### src/rtl/button_cmd_arbiter.sv
// Button command arbiter: turns debounced button levels into press and
// auto-repeat events, queues one request per button, and presents them round-robin.
module button_cmd_arbiter #(
  parameter  int NUM_BTN       = 4,
  parameter  int HOLD_CYCLES   = 16384,
  parameter  int REPEAT_CYCLES = 4096,
  localparam int IDW           = (NUM_BTN > 2) ? $clog2(NUM_BTN) : 1
) (
  input  logic               Clk,
  input  logic               Reset_n,
  input  logic [NUM_BTN-1:0] btn,
  input  logic               cmd_ready,
  output logic               cmd_valid,
  output logic [IDW-1:0]     cmd_id,
  output logic               cmd_repeat,
  output logic [NUM_BTN-1:0] pending,
  output logic               overrun
);

  localparam int            CW        = $clog2(HOLD_CYCLES + 1);
  localparam logic [CW-1:0] HOLD_LAST = CW'(HOLD_CYCLES - 1);
  localparam logic [CW-1:0] HOLD_MAX  = CW'(HOLD_CYCLES);
  localparam logic [CW-1:0] RELOAD    = CW'(HOLD_CYCLES - REPEAT_CYCLES);

  logic [NUM_BTN-1:0] btn_q;
  logic [NUM_BTN-1:0] rise;
  logic [NUM_BTN-1:0] rep;
  logic [NUM_BTN-1:0] ev;
  logic [NUM_BTN-1:0] kind;
  logic [NUM_BTN-1:0] kind_next;
  logic [NUM_BTN-1:0] keep;
  logic [NUM_BTN-1:0] clr;
  logic [NUM_BTN-1:0] pending_next;
  logic [NUM_BTN-1:0] ovr_set;
  logic [CW-1:0]      hold_cnt  [NUM_BTN];
  logic [CW-1:0]      hold_next [NUM_BTN];
  logic [IDW-1:0]     ptr;
  logic [IDW-1:0]     win;
  logic               found;
  logic               loadable;

  // Repeat fires on the edge the hold count would reach HOLD_CYCLES; the
  // counter reloads instead, so the next event is REPEAT_CYCLES later.
  always_comb begin
    // NOTE: every signal driven here gets a default first, so no path leaves it unassigned and no latch is inferred.
    rise = btn & ~btn_q;
    rep  = '0;
    for (int i = 0; i < NUM_BTN; i++) begin
      hold_next[i] = '0;
      if (btn[i] && !rise[i]) begin
        if (hold_cnt[i] == HOLD_LAST) begin
          rep[i]       = 1'b1;
          hold_next[i] = RELOAD;
        end else if (hold_cnt[i] < HOLD_MAX) begin
          hold_next[i] = hold_cnt[i] + CW'(1);
        end else begin
          hold_next[i] = hold_cnt[i];
        end
      end
    end
  end

  assign loadable = ~cmd_valid | cmd_ready;

  // Round-robin search starts one past the last winner.
  always_comb begin : grant_sel
    int idx;
    idx   = 0;
    found = 1'b0;
    win   = '0;
    for (int k = 1; k <= NUM_BTN; k++) begin
      idx = int'(ptr) + k;
      if (idx >= NUM_BTN) idx = idx - NUM_BTN;
      if (!found && pending[IDW'(idx)]) begin
        found = 1'b1;
        win   = IDW'(idx);
      end
    end
  end

  // An event landing on the bit being granted re-arms it rather than overrunning.
  always_comb begin
    clr = '0;
    if (loadable && found) clr[win] = 1'b1;
    ev           = rise | rep;
    keep         = pending & ~clr;
    pending_next = keep | ev;
    ovr_set      = ev & keep;
    for (int i = 0; i < NUM_BTN; i++) begin
      kind_next[i] = kind[i];
      if (ev[i]) kind_next[i] = keep[i] ? (kind[i] & ~rise[i]) : rep[i];
    end
  end

  always_ff @(posedge Clk or negedge Reset_n) begin
    if (!Reset_n) begin
      btn_q      <= '0;
      pending    <= '0;
      kind       <= '0;
      overrun    <= 1'b0;
      cmd_valid  <= 1'b0;
      cmd_id     <= '0;
      cmd_repeat <= 1'b0;
      ptr        <= IDW'(NUM_BTN - 1);
      // NOTE: the hold counters are plain flops, not a RAM, so every entry is reset.
      for (int i = 0; i < NUM_BTN; i++) hold_cnt[i] <= '0;
    end else begin
      // NOTE: non-blocking assignments so every register samples pre-edge values.
      btn_q    <= btn;
      hold_cnt <= hold_next;
      pending  <= pending_next;
      kind     <= kind_next;
      if (|ovr_set) overrun <= 1'b1;
      if (loadable) begin
        if (found) begin
          cmd_valid  <= 1'b1;
          cmd_id     <= win;
          cmd_repeat <= kind[win];
          ptr        <= win;
        end else begin
          cmd_valid  <= 1'b0;
        end
      end
    end
  end

endmodule

### config.mk
export PLATFORM = sky130hd
export DESIGN_NAME = button_cmd_arbiter
export DESIGN_NICKNAME = d
export VERILOG_FILES = /design/src/rtl/button_cmd_arbiter.sv
export SDC_FILE = /design/constraint.sdc
export NUM_CORES = 1
export LEC_CHECK = 0
export CORE_UTILIZATION = 31
export DETAILED_ROUTE_END_ITERATION = 7
export PLACE_DENSITY = 0.5
export RECOVER_POWER = 50
export SETUP_SLACK_MARGIN = 0.4
export SYNTH_ARGS = -nofsm -noshare
export SYNTH_HDL_FRONTEND = slang
export SYNTH_SLANG_ARGS = --single-unit
### constraint.sdc
create_clock -name Clk -period 3.2 [get_ports Clk]
set_input_delay 0.64 -clock Clk [delete_from_list [all_inputs] [get_ports Clk]]
set_output_delay 0.64 -clock Clk [all_outputs]
set_load 0.03 [all_outputs]
* Yosys cells after proc, flatten, opt, wreduce, memory -nomap -nowiden
Index checks and enable logic that the tools add are counted.
** Word-level totals
- Flip-flop bits (word level) :: 79
- Input bits :: 7
- Output and inout bits :: 9
- Word-level logic and storage cells :: 138
** Cells by class
- $add $sub $neg :: 12
- $lt $le $gt $ge :: 14
- Equal/unequal tests :: 8
- Mux-type cells :: 54
- Bitwise operators :: 17
- Reduce and logical (&&, ||, !) cells :: 18
** Operators with widths (count)
- $mux W15 :: 12
- $add A15 B1 Y15 const B :: 4
- $eq A15 B14 Y1 const B :: 4
- $lt A15 B15 Y1 const B :: 4
- $mux W1 :: 27
- $lt A2 B4 Y1 const B :: 4
- $mux W2 :: 8
- $and A4 B4 Y4 :: 3
- $ne A3 B1 Y1 const B :: 4
- $bmux W1 S2 :: 5
- $ge A3 B3 Y1 const B :: 3
- $logic_and A1 B1 Y1 :: 9
- $not A4 Y4 :: 2
- $or A4 B4 Y4 :: 2
- $sub A2 B1 Y2 const B :: 4
- $logic_not A1 Y1 :: 7
- $add A2 B2 Y3 const B :: 2
- $not A1 Y1 :: 5
- $add A2 B3 Y4 const B :: 1
- $and A1 B1 Y1 :: 4
- $ge A4 B3 Y1 const B :: 1
- $mux W4 :: 1
- $reduce_or A4 Y1 :: 1
- $add A2 B1 Y3 const B :: 1
- other kinds (5) :: 5

* Longest topological paths before layout
- Depth in word-level cells :: 25
- Mapped depth :: 7
- Gate-level depth less buffers :: 7

* Worst setup path after synthesis
No wires, ideal clock.
- Kind :: reg-to-reg
- Start :: register pending[1]
- End :: register cmd_repeat
- Library setup time :: 0.126 ns
- Arrival time :: 1.800 ns
- Data required time :: 3.074 ns
- Slack :: 1.274 ns
- Cell stages (with the launch flop) :: 7
- Buffers on the path :: 1
- Clock period less this slack :: 1.926 ns
- Cells stage by stage :: dfrtp_1 buf_2 mux2i_1 o22ai_2 o21bai_4 mux2_4 a221o_1
** On the way
- Longest elaborated chain between the ends :: 15
- Elaborated cells on any way between the ends :: 29
- Those cells by class :: 22 x mux; 7 x reduce/logical
** RTL lines
- from (decl) :: RTL line 16 : output logic [NUM_BTN-1:0] pending,
- from (signal assigned) :: RTL line 111 : pending <= pending_next;
- $bmux W1 S2 :: RTL line 74 : if (!found && pending[IDW'(idx)]) begin
- $mux W1 (not written as such) (2 in a row) :: RTL line 74
- $mux W1 :: RTL line 74
- $logic_not A1 Y1 :: RTL line 74
- $logic_and A1 B1 Y1 :: RTL line 74
- $mux W1 :: RTL line 74
- $logic_not A1 Y1 :: RTL line 74
- $logic_and A1 B1 Y1 :: RTL line 74
- $mux W1 :: RTL line 74
- $logic_not A1 Y1 :: RTL line 74
- $logic_and A1 B1 Y1 :: RTL line 74
- $mux W2 :: RTL line 74
- $bmux W1 S2 :: RTL line 118 : cmd_repeat <= kind[win];
- $mux W1 (not written as such) :: RTL line 118
- to (signal assigned) :: RTL line 118
- to (decl) :: RTL line 15 : output logic cmd_repeat,
Parallel ways exist; a longest one is shown, timed or not. The select of a mux whose other input is x is not followed.
A chain may end at the register's enable or synchronous reset.

* Final worst setup path
- Start :: register pending[0]
- End :: output port pending[0]
No word-level cell between the ends.

==> metrics <==
TNS Setup 0 ns; PwrDens 582 nW/um2; dpl ws 0.822 ns; Syn-to-layout area delta 14.8%; DP HPWL a little under 5 mm; Clock Sinks 79; Post-CTS Setup Repair Bufs 0; critical path class flop to primary output; most common cell after layout, fill and taps aside dfrtp_1; Most used DFF post-synth dfrtp_1; # diodes 0; failing checks max-capacitance violations, max-slew violations; Final Max Tran Viols 80; final hold violations 0; DR iter-0 viols 159; share of cells above drive strength 1 0.0807; global-route wire length before repair ~13 mm; initial antenna violation count 0; Critical Path RT 2.56 ns; Highest Clock Rate between 400 and 500 MHz; RSZ-0062 raised after global routing false; detailed-route DRC error count 0; CTS tree yes; Final Setup Violations 0; Synth Warn # 0; total gr overflow 0; fill count 1,192; H-tree depth 3; hold crit path type flop to flop; hold buffers post-CTS 0; leak pwr 1.86 nW; clk_skew roughly 0.0065 ns; Slowest-stage cell, CP clkdlybuf4s50_1; detailed-route wire length 7.23 mm; Syn Inst Count approximately 380; Startpoint Class flop; CTS clock-pin slew for the worst setup and hold paths 0.06 ns; CP peak stage delay 0.75 ns; clk buf depth 2; worst path arrival time roughly 1.6 ns; antenna viol nets, final 0; register area share after synthesis 0.513; Critical Path Sink Type primary output; Post-synth EDFFs 0; synth unique cells 58; Final period util 0.707; CTS Root Cell clkbuf_16; pin count of the biggest net entering global routing 80; Avg Vias per Cell ~4.7; mapped cell area 3860 um2; Max-Cap Viols 1; CTS resizes 0; CP top delay family buffers and inverters; Async SR Flop Fraction 1.00; leading cell types in the layout, fill and taps excluded dfrtp_1, nor2_1, nand2_1, xor2_1, nand4_1; Synth Net Count ~400; die height ~110 um; number of synthesized register bits 79; Rows 40; DR vias 2,701; outcome complete, but fails checks; Port Buffers 15; CP bufs+invs 1; Rel. slew slack -0.315; vias in the first global route 2,733; clk_lat worst skew ~0.33 ns; Die Width 114 um; I/O pin count 16; final worst slack 0.938 ns; worst-path maximum fanout 7; min Tclk post-route 2.26 ns; Initial Util 0.320; CTS buffer count 9; Die ar. between 10,000 and 15,000 um2; Placer Congestion 0.784; total power 2.58 mW; syn_area_per_cell slightly above 10 um2; WL per Instance 12.5 um; first-pass iteration count of the detailed router 5; core area about 12,000 um2; GRT Overall Usage 0.125; IR drop worst, VDD 0.244 mV; worst-path cell chain clkdlybuf4s50_1; nets@finish ~420; Worst-Margin Slew 1.97 ns
## cells by family after synthesis
family	after synthesis	share of synthesized area
mux	6	0.0172
compound gates	45	0.0898
fa+ha+maj	4	0.0130
simple gates	192	0.259
buf+inv	21	0.0243
xor+xnor	37	0.0839
flops	79	0.513
## worst paths after layout
| kind | startpoint | to | slack, ns | cells past startpoint |
|---|---|---|---|---|
| worst max-delay path | pending[0]$_DFF_PN0_ | pending[0] | 0.94 | 1 |
| worst min-delay path | cmd_id[1]$_DFFE_PN0P_ | cmd_id[1]$_DFFE_PN0P_ | 0.49 | 1 |
| worst max register to register | ptr[1]$_DFFE_PN1P_ | cmd_repeat$_DFFE_PN0P_ | 1.23 | 5 |
| worst min register to register | cmd_id[1]$_DFFE_PN0P_ | cmd_id[1]$_DFFE_PN0P_ | 0.49 | 1 |
| max in group asynchronous | Reset_n | hold_cnt[41]$_DFFE_PN0P_ | 1.17 | 1 |
| min in group asynchronous | Reset_n | hold_cnt[17]$_DFFE_PN0P_ | 0.87 | 1 |
## metal layers
metal,vias to the layer above,routed length [um],part of all wire,GRT usage
met5,-,0,0,0
met4,0,108,0.015,0.0526
met3,8,161,0.022,0.0292
met2,27,3200,0.44,0.196
met1,1291,3760,0.52,0.165
li1,1375,-,-,-
## registers in the layout, indices dropped and copies added, names as in the netlist
signal	cells
hold_cnt	60
cmd_id	2
btn_q	4
kind	4
pending	4
cmd_valid	1
overrun	1
ptr	2
cmd_repeat	1
## cell usage after synthesis, types with 2 or more instances
library cell	n	area, um2
xnor2_1	8	70.1
mux2i_1	4	40.0
nand4_1	18	113
and4b_1	2	20.0
a21o_1	2	15.0
dfstp_2	2	52.6
nor2_1	59	221
and3_1	6	37.5
nand3b_1	2	15.0
xor2_1	29	254
nor3_1	14	70.1
o21ai_0	3	15.0
or2_2	2	12.5
nand3_2	2	20.0
nand2_1	40	150
o31ai_4	2	42.5
or3_1	2	12.5
nor4b_1	2	17.5
ha_1	4	50.1
and4_1	5	43.8
a2bb2oi_1	2	17.5
dfrtp_1	77	1930
o21ai_1	2	10.0
nand2b_1	7	43.8
a31oi_1	6	37.5
nand3_1	15	75.1
inv_1	15	56.3
nor3b_1	5	37.5
a21oi_1	16	80.1
buf_2	3	15.0
## layout make-up
class / count / area (um2) / area share
clock inverter: 1 / 5.00 / 0.00113
timing repair buffer: 15 / 145 / 0.0327
clock buffer: 15 / 248 / 0.0559
tap: 168 / 210 / 0.0474
sequential: 79 / 1980 / 0.447
inverter: 15 / 56.3 / 0.0127
multi-input combinational: 284 / 1790 / 0.403
## through the flow
stage                     std cells  instance area, um2  hold WS [ns]  utilization
after floorplan                 384                3860         0.344            -
after global placement          561                4180         0.464        0.347
after detailed placement        561                4180         0.476        0.347
after CTS                       577                4430         0.490        0.368
after global routing            577                4430         0.501        0.367
final                           577                4430         0.489        0.367
## where the power goes
group	internal (mW)	switching [mW]	total [mW]
Clock	0.526	0.380	0.906
Combinational	0.222	0.294	0.516
Sequential	1.06	0.0937	1.16
No activity file was read; power rests on OpenSTA's default activity.
